===== src/rtl/rf_wb_arbiter_if.sv =====
// Write-back request bus, register-file write port and decode hazard signals
// shared by the write-back arbiter and its requesters and decode stage.
interface rf_wb_arbiter_if #(
  parameter int NUM_REQ = 3,
  parameter int XLEN    = 32
);
  logic [NUM_REQ-1:0]      req_valid;
  logic [5*NUM_REQ-1:0]    req_addr;
  logic [XLEN*NUM_REQ-1:0] req_data;
  logic [NUM_REQ-1:0]      req_ready;
  logic                    wr_en;
  logic [4:0]              wr_addr;
  logic [XLEN-1:0]         wr_data;
  logic                    iss_valid;
  logic [4:0]              iss_rd;
  logic [4:0]              id_rs1;
  logic [4:0]              id_rs2;
  logic [4:0]              id_rd;
  logic                    id_valid;
  logic                    stall;
  logic [31:0]             pending;

  modport master (
    output req_valid, req_addr, req_data, iss_valid, iss_rd,
           id_rs1, id_rs2, id_rd, id_valid,
    input  req_ready, wr_en, wr_addr, wr_data, stall, pending
  );

  modport slave (
    input  req_valid, req_addr, req_data, iss_valid, iss_rd,
           id_rs1, id_rs2, id_rd, id_valid,
    output req_ready, wr_en, wr_addr, wr_data, stall, pending
  );
endinterface


===== src/rtl/rf_wb_arbiter.sv =====
// Round-robin write-back arbiter onto the single register-file write port,
// plus the pending-write scoreboard that stalls decode on RAW/WAW hazards.
module rf_wb_arbiter #(
  parameter int NUM_REQ = 3,
  parameter int XLEN    = 32
) (
  input  logic                       clk,
  input  logic                       rst,
  rf_wb_arbiter_if.slave             bus,
  output logic [$clog2(NUM_REQ)-1:0] o_rr_ptr
);
  localparam int PTR_W = $clog2(NUM_REQ);
  localparam logic [PTR_W:0] NUM_CNT = (PTR_W+1)'(NUM_REQ);

  logic [PTR_W-1:0]   r_rr_ptr;
  logic               r_wr_en;
  logic [4:0]         r_wr_addr;
  logic [XLEN-1:0]    r_wr_data;
  logic [31:0]        r_pending;

  logic               w_found;
  logic [PTR_W-1:0]   w_gnt_idx;
  logic [PTR_W:0]     w_cand;
  logic [PTR_W:0]     w_inc;
  logic [PTR_W-1:0]   w_next_ptr;
  logic [NUM_REQ-1:0] w_grant;
  logic [4:0]         w_sel_addr;
  logic [XLEN-1:0]    w_sel_data;
  logic [31:0]        w_set;
  logic [31:0]        w_clr;

  // Handshake: a request transfers when req_valid[i] && req_ready[i]; a
  // requester holds valid/addr/data stable until ready. Ready is a pure
  // function of req_valid and r_rr_ptr, never of the write-port state.
  always_comb begin
    w_found   = 1'b0;
    w_gnt_idx = '0;
    w_cand    = '0;
    for (int k = 0; k < NUM_REQ; k++) begin
      w_cand = {1'b0, r_rr_ptr} + (PTR_W+1)'(k);
      if (w_cand >= NUM_CNT) w_cand = w_cand - NUM_CNT;
      if (!w_found && bus.req_valid[w_cand[PTR_W-1:0]]) begin
        w_found   = 1'b1;
        w_gnt_idx = w_cand[PTR_W-1:0];
      end
    end
  end

  always_comb begin
    w_grant    = '0;
    w_sel_addr = '0;
    w_sel_data = '0;
    for (int i = 0; i < NUM_REQ; i++) begin
      if (w_found && (w_gnt_idx == PTR_W'(i))) begin
        w_grant[i] = 1'b1;
        w_sel_addr = bus.req_addr[5*i +: 5];
        w_sel_data = bus.req_data[XLEN*i +: XLEN];
      end
    end
    w_inc      = {1'b0, w_gnt_idx} + (PTR_W+1)'(1);
    w_next_ptr = (w_inc == NUM_CNT) ? '0 : w_inc[PTR_W-1:0];
  end

  // An x0 grant is consumed but never reaches the register file.
  always_ff @(posedge clk or negedge rst) begin
    if (!rst) begin
      r_rr_ptr  <= '0;
      r_wr_en   <= 1'b0;
      r_wr_addr <= '0;
      r_wr_data <= '0;
    end else if (w_found) begin
      r_rr_ptr <= w_next_ptr;
      r_wr_en  <= (w_sel_addr != 5'd0);
      if (w_sel_addr != 5'd0) begin
        r_wr_addr <= w_sel_addr;
        r_wr_data <= w_sel_data;
      end
    end else begin
      r_wr_en <= 1'b0;
    end
  end

  // Clear lands on the same edge as the register-file write; a same-edge
  // issue to that register re-arms the bit, so set is applied last.
  assign w_set = (bus.iss_valid && (bus.iss_rd != 5'd0)) ? (32'd1 << bus.iss_rd) : 32'd0;
  assign w_clr = r_wr_en ? (32'd1 << r_wr_addr) : 32'd0;

  always_ff @(posedge clk or negedge rst) begin
    if (!rst) begin
      r_pending <= '0;
    end else begin
      r_pending <= ((r_pending & ~w_clr) | w_set) & 32'hFFFF_FFFE;
    end
  end

  assign bus.req_ready = w_grant;
  assign bus.wr_en     = r_wr_en;
  assign bus.wr_addr   = r_wr_addr;
  assign bus.wr_data   = r_wr_data;
  assign bus.pending   = r_pending;
  assign bus.stall     = bus.id_valid &&
                         (r_pending[bus.id_rs1] || r_pending[bus.id_rs2] || r_pending[bus.id_rd]);
  assign o_rr_ptr      = r_rr_ptr;
endmodule


===== src/flat_wrapper.sv =====
// flat-port wrapper written by rule: the top's interface ports become plain ports
module rf_wb_arbiter_flat 
#(
  parameter int NUM_REQ = 3,
  parameter int XLEN    = 32
)
  (clk, rst, o_rr_ptr, bus_req_valid, bus_req_addr, bus_req_data, bus_iss_valid, bus_iss_rd, bus_id_rs1, bus_id_rs2, bus_id_rd, bus_id_valid, bus_req_ready, bus_wr_en, bus_wr_addr, bus_wr_data, bus_stall, bus_pending);
  rf_wb_arbiter_if #(.NUM_REQ(NUM_REQ), .XLEN(XLEN)) bus_i ();
  input  logic clk;
  input  logic rst;
  output logic [$clog2(NUM_REQ)-1:0] o_rr_ptr;
  input wire logic [$bits(bus_i.req_valid)-1:0] bus_req_valid;
  input wire logic [$bits(bus_i.req_addr)-1:0] bus_req_addr;
  input wire logic [$bits(bus_i.req_data)-1:0] bus_req_data;
  input wire logic [$bits(bus_i.iss_valid)-1:0] bus_iss_valid;
  input wire logic [$bits(bus_i.iss_rd)-1:0] bus_iss_rd;
  input wire logic [$bits(bus_i.id_rs1)-1:0] bus_id_rs1;
  input wire logic [$bits(bus_i.id_rs2)-1:0] bus_id_rs2;
  input wire logic [$bits(bus_i.id_rd)-1:0] bus_id_rd;
  input wire logic [$bits(bus_i.id_valid)-1:0] bus_id_valid;
  output wire logic [$bits(bus_i.req_ready)-1:0] bus_req_ready;
  output wire logic [$bits(bus_i.wr_en)-1:0] bus_wr_en;
  output wire logic [$bits(bus_i.wr_addr)-1:0] bus_wr_addr;
  output wire logic [$bits(bus_i.wr_data)-1:0] bus_wr_data;
  output wire logic [$bits(bus_i.stall)-1:0] bus_stall;
  output wire logic [$bits(bus_i.pending)-1:0] bus_pending;
  assign bus_i.req_valid = bus_req_valid;
  assign bus_i.req_addr = bus_req_addr;
  assign bus_i.req_data = bus_req_data;
  assign bus_i.iss_valid = bus_iss_valid;
  assign bus_i.iss_rd = bus_iss_rd;
  assign bus_i.id_rs1 = bus_id_rs1;
  assign bus_i.id_rs2 = bus_id_rs2;
  assign bus_i.id_rd = bus_id_rd;
  assign bus_i.id_valid = bus_id_valid;
  assign bus_req_ready = bus_i.req_ready;
  assign bus_wr_en = bus_i.wr_en;
  assign bus_wr_addr = bus_i.wr_addr;
  assign bus_wr_data = bus_i.wr_data;
  assign bus_stall = bus_i.stall;
  assign bus_pending = bus_i.pending;
  rf_wb_arbiter #(.NUM_REQ(NUM_REQ), .XLEN(XLEN)) u_core (.clk(clk), .rst(rst), .bus(bus_i), .o_rr_ptr(o_rr_ptr));
endmodule

===== config.mk =====
export PLATFORM = sky130hd
export DESIGN_NAME = rf_wb_arbiter_flat
export DESIGN_NICKNAME = d
export VERILOG_FILES = /design/src/rtl/rf_wb_arbiter_if.sv /design/src/rtl/rf_wb_arbiter.sv /design/src/flat_wrapper.sv
export SDC_FILE = /design/constraint.sdc
export NUM_CORES = 1
export LEC_CHECK = 0
export BUFFER_PORTS_ARGS = -buffer_cell sky130_fd_sc_hd__buf_2
export CAP_MARGIN = 20
export CORE_MARGIN = 2
export CORE_UTILIZATION = 43
export DETAILED_ROUTE_END_ITERATION = 12
export GPL_TIMING_DRIVEN = 0
export HOLD_SLACK_MARGIN = 0.06
export PLACE_DENSITY = 0.88
export SKIP_LAST_GASP = 1
export SYNTH_ARGS = -nofsm -noshare
export SYNTH_HDL_FRONTEND = slang
export SYNTH_SLANG_ARGS = --single-unit

===== constraint.sdc =====
create_clock -name clk -period 2.5 [get_ports clk]
set_input_delay 0 -clock clk [delete_from_list [all_inputs] [get_ports clk]]
set_output_delay 0 -clock clk [all_outputs]
set_load 0.03 [all_outputs]

== Word-level counts from Yosys, hierarchy flattened ==
Index checks and enable logic that the tools add are counted.
Storage, ports and cells
  register bits after elaboration: 71
  latch bits: 0
  RAM bits: 0
  ROM bits: 0
  input bits: 138
  output and inout port bits: 76
  logic and storage cells: 77
  memories kept: 0
Operators by class
  add/sub/neg operators: 6
  $mul: 0
  divide/modulo/power cells: 0
  order comparisons: 9
  equality and inequality tests: 3
  shift-type cells: 2
  muxes and demuxes: 34
  bitwise operators: 3
  reduce and logical (&&, ||, !) cells: 15
Operators by type and width (number)
  $mux 32: 5
  $shl 1x5->32 const A: 2
  $and 32x32->32: 1
  $not 32->32: 1
  $or 32x32->32: 1
  $lt 5x6->1 const B: 3
  $bmux 1 s5: 3
  $mux 5: 3
  $mux 2: 7
  $mux 1: 13
  $reduce_bool 5->1: 2
  $lt 2x3->1 const B: 3
  $logic_and 1x1->1: 7
  $add 2x1->3 const B: 2
  $bmux 1 s2: 3
  $ge 3x2->1 const B: 2
  $sub 2x2->2 const B: 3
  $add 2x2->3 const B: 1
  $eq 3x2->1 const B: 1
  $eq 2x1->1 const B: 1
  $eq 2x2->1 const B: 1
  $ge 2x2->1 const B: 1
  $logic_not 1->1: 2
  $logic_not 2->1: 1
  2 further kinds: 3

== Depth between registers and ports, before layout ==
  word-level depth: 18
  mapped depth: 12
  depth with buffers taken out: 9

== Worst setup path after synthesis ==
OpenSTA, ideal clock, no wires.
  path type: flip-flop to flip-flop
  from: register u_core.r_rr_ptr[0] (netlist: u_core.o_rr_ptr[0])
  to: register u_core.r_wr_data[10] (netlist: u_core.bus.wr_data[10])
  setup time: 0.080 ns
  arrival: 2.740 ns
  data required time: 2.420 ns
  path slack: -0.320 ns
  cell stages (with the launch flop): 11
  buffers on the path: 3
  clock period less this slack: 2.820 ns
  cells stage by stage: dfrtp_1 > inv_1 > ha_1 > buf_2 > nand2_1 > a32o_2 > o31ai_2 > buf_4 > clkbuf_1 > a222oi_1 > mux2i_1
On the way
  word-level cells in the longest chain between the ends: 18
  elaborated cells on any way between the ends: 41
Ends and longest elaborated chain
  start, declared: line rf_wb_arbiter.sv:15  | logic [PTR_W-1:0] r_rr_ptr;
  start signal, assigned: line rf_wb_arbiter.sv:72  | r_rr_ptr <= w_next_ptr;
  parallel branches: the longest is 18 deep, another holds $add 2x1->3
  end signal, assigned: line rf_wb_arbiter.sv:76  | r_wr_data <= w_sel_data;
  end, declared: line rf_wb_arbiter.sv:18  | logic [XLEN-1:0] r_wr_data;
Parallel ways; which one is timed is not known. The select of a mux whose other input is x is not followed.
A chain may end at the register's enable or synchronous reset.

== Final worst setup path ==
  from: register u_core.r_rr_ptr[1] (netlist: u_core.o_rr_ptr[1])
  to: register u_core.r_wr_data[18] (netlist: u_core.bus.wr_data[18])
The elaborated chain is that of the path after synthesis.

==> run_results.csv <==
group,metric,value,unit
floorplan,dieArea,11200,um2
timing,report.final.slew_viol_count,0,
global_routing,antenna_found_initial,1,
final_layout,drive_gt1_frac,0.414,
setup_path,cp_num_buf_inv,4,
setup_path,arrival,3.13,ns
floorplan,die_h,106,um
final_layout,fillCellCount,619,
detailed_routing,wl,21900,um
floorplan,fp.dieW,106,um
timing,period_share,1.15,
placement,port_buffers,206,
yosys,synth-seq-cells,71,
floorplan,start_util,0.436,
final_layout,fin_area,7460,um2
timing,setup_violations,39,
cts,clock_path_buffers,2,
timing,min_period,2.87,ns
final_layout,fin_nets,911,
run_status,violations,"negative setup slack",
timing,fin_ws,-0.368,ns
detailed_routing,vias,5896,
cts,cts-root-buf,"clkbuf_8",
yosys,synth_edf_count,0,
setup_path,cp_max_fo,10,
detailed_routing,firstDrtPassIters,8,
power,p_leak,3.41,nW
flow_run,cap_violations,0,
power,p_per_area,1350,nW/um2
detailed_routing,drt-wirelength-per-cell,24.0,um
run_status,status,"complete, but fails checks",
detailed_routing,drc,0,
cts,cts_tree,"yes",
global_routing,grt_pass1_wl,31100,um
cts,clock_latency,0.37,ns
global_routing,first_global_vias,5698,
setup_path,slowest_delay,0.45,ns
timing,finalSetupTns,-11.03,ns
setup_path,slowest_stage,"dfrtp_2",
yosys,syn_area_per_cell,10.8,um2
yosys,ys_seq_area_frac,0.400,
yosys,syn-num-nets,554,
cts,clock-sinks,71,
yosys,ys_types,49,
yosys,syn-instance-count,413,
timing,final_hold_viol_count,0,
placement,dp_hpwl,11200,um
yosys,synth_area,4440,um2
cts,path_clk_slew,0.07,ns
global_routing,grt_use_total,0.363,
setup_path,end_kind,"flip-flop",
detailed_routing,viasPerCell,6.46,
global_routing,gr-total-overflow,0,
global_routing,grt_max_degree,72,
setup_path,path_delay_family,"compound AO/OA/AOI/OAI gates",
timing,finalClockSkew,0.0143,ns
detailed_routing,drtIter0Drc,909,
final_layout,syn2layout_area_growth,67.8,%
cts,htree_levels,3,
timing,relSlewSlack,0.393,
placement,gp_congestion,0.881,
timing,rsz0062_at_grt,"yes",
setup_path,path_cells,"inv_1 -> ha_4 -> inv_2 -> a32o_2 -> a221oi_4 -> a211oi_2 -> a211o_1 -> a211oi_4 -> buf_6 -> buf_12 -> mux2i_2",
floorplan,io-pin-count,214,
timing,clock.fmax,349,MHz
setup_path,path_class,"flip-flop to flip-flop",
cts,cts_buffers,9,
power,vdd_ir_drop_max,0.000724,V
floorplan,row_count,37,
timing,worstMarginPinSlew,0.911,ns
setup_path,crit_required,2.76,ns
floorplan,core,10200,um2
yosys,async_reset_ff_frac,1.00,
setup_path,cp-start-kind,"flip-flop",
placement,dpl_cell_area,5670,um2
hold_path,min_path_type,"input port to flip-flop",
detailed_routing,ant_nets,0,
yosys,yosysWarnings,0,
yosys,synthFlopType,"dfrtp_1",
==> area by class of cell <==
cell class / count / area (um2) / area share
Clock inverter: 3 / 40.0 / 0.00537
Multi-Input combinational cell: 272 / 2490 / 0.334
Tap cell: 136 / 170 / 0.0228
Inverter: 43 / 166 / 0.0223
Clock buffer: 13 / 169 / 0.0227
Antenna cell: 1 / 2.50 / 0.000336
Buffer: 27 / 210 / 0.0282
Timing Repair Buffer: 346 / 2430 / 0.325
Sequential cell: 71 / 1780 / 0.239
==> worst reg2reg max path, cell delays in order, from the launching register on <==
cell	delay (ns)
dfrtp_2	0.45
inv_1	0.14
ha_4	0.20
inv_2	0.08
a32o_2	0.31
a221oi_4	0.24
a211oi_2	0.16
a211o_1	0.33
a211oi_4	0.25
buf_6	0.21
buf_12	0.16
mux2i_2	0.25
==> worst paths after layout <==
| path | from | to | slack (ns) | depth (start not counted) |
|---|---|---|---|---|
| setup / recovery | u_core.o_rr_ptr[1] | u_core.bus.wr_data[18] | -0.37 | 11 |
| min in group asynchronous | rst | u_core.bus.pending[10] | 0.34 | 2 |
| hold reg to reg | u_core.bus.wr_data[6] | u_core.bus.wr_data[6] | 0.55 | 2 |
| hold / removal | bus_iss_rd[0] | u_core.bus.pending[28] | 0.09 | 3 |
| setup reg to reg | u_core.o_rr_ptr[1] | u_core.bus.wr_data[18] | -0.37 | 11 |
| max in group asynchronous | rst | u_core.o_rr_ptr[0] | 1.51 | 2 |
==> metal layers <==
| layer | part of all wire | global-route usage | vias to the layer above |
|---|---|---|---|
| met5 | 0 | 0 | - |
| met4 | 0.072 | 0.244 | 0 |
| met3 | 0.13 | 0.0816 | 156 |
| met2 | 0.46 | 0.580 | 664 |
| met1 | 0.34 | 0.437 | 2746 |
| li1 | - | - | 2330 |
==> registers in the layout, summed over array words and instances, names as in the netlist <==
register            cells
u_core.bus.wr_en        1
u_core.bus.wr_data     32
u_core.bus.wr_addr      5
u_core.bus.pending     31
u_core.o_rr_ptr         2
==> through the flow <==
step	hold slack [ns]	instances	power, mW	utilization	setup WS [ns]
2_1_floorplan	-0.296	413	5.93	-	-0.110
3_3_place_gp	0.249	755	7.23	0.557	-0.214
3_5_place_dp	0.183	755	7.44	0.557	-0.337
4_1_cts	0.0707	903	8.98	0.712	-0.131
5_1_grt	0.118	912	10.4	0.732	-0.387
6_report	0.0881	912	10.1	0.732	-0.368
==> layout by cell type (no fill, tap or decap), types with 6 or more instances in the layout <==
cell type      instances
nand2b_1               7
mux2i_1               33
o21ai_0               65
nand2_1               14
inv_1                 40
nand3b_1               6
mux4_2                22
dlygate4sd3_1        117
mux2i_2                6
clkbuf_8              12
nor2_1                 6
a21oi_1               13
buf_4                 26
clkbuf_1              11
a22o_1                 6
dfrtp_1               69
a222oi_1              32
buf_2                203
==> cells by family after synthesis <==
kind of cell    after synthesis  share of synthesized area
compound gates              137                      0.220
flops                        71                      0.400
buf+inv                      70                     0.0752
mux                          67                      0.214
simple gates                 64                     0.0816
fa+ha+maj                     3                    0.00845
other cells                   1                   0.000844
==> power by group <==
group	internal [mW]	leakage [nW]	total [mW]	switching, mW
Sequential	1.72	0.843	2.39	0.667
Combinational	2.79	2.46	6.71	3.91
Clock	0.540	0.109	0.994	0.453
==> cell usage after synthesis, drive strengths merged, types with 2 or more instances <==
cell type	instances	share of area
a211oi	2	0.0056
a21oi	14	0.016
a221o	4	0.0090
a222oi	32	0.072
a22o	6	0.012
buf	11	0.025
clkbuf	16	0.014
dfrtp	71	0.40
ha	3	0.0084
inv	43	0.036
mux2	3	0.0076
mux2i	42	0.095
mux4	22	0.11
nand2	15	0.013
nand2b	7	0.0099
nand3	5	0.0056
nand3b	6	0.010
nand4	2	0.0028
nand4b	2	0.0039
nor2	7	0.0059
nor2b	4	0.0056
nor3b	2	0.0034
nor4	2	0.0028
o21ai	66	0.074
or2	2	0.0028
or3	5	0.0070
or3b	2	0.0039
==> timing repair <==
item                       in CTS  in global routing
resized for setup              20                 38
pin swaps                       2                  5
setup buffers                  14                  6
setup endpoints to repair      41                 41
cloned                          1                  2
hold endpoints to repair      113                  0
hold buffers                  117                  0
Note: power is estimated with default switching activity, not from simulation.
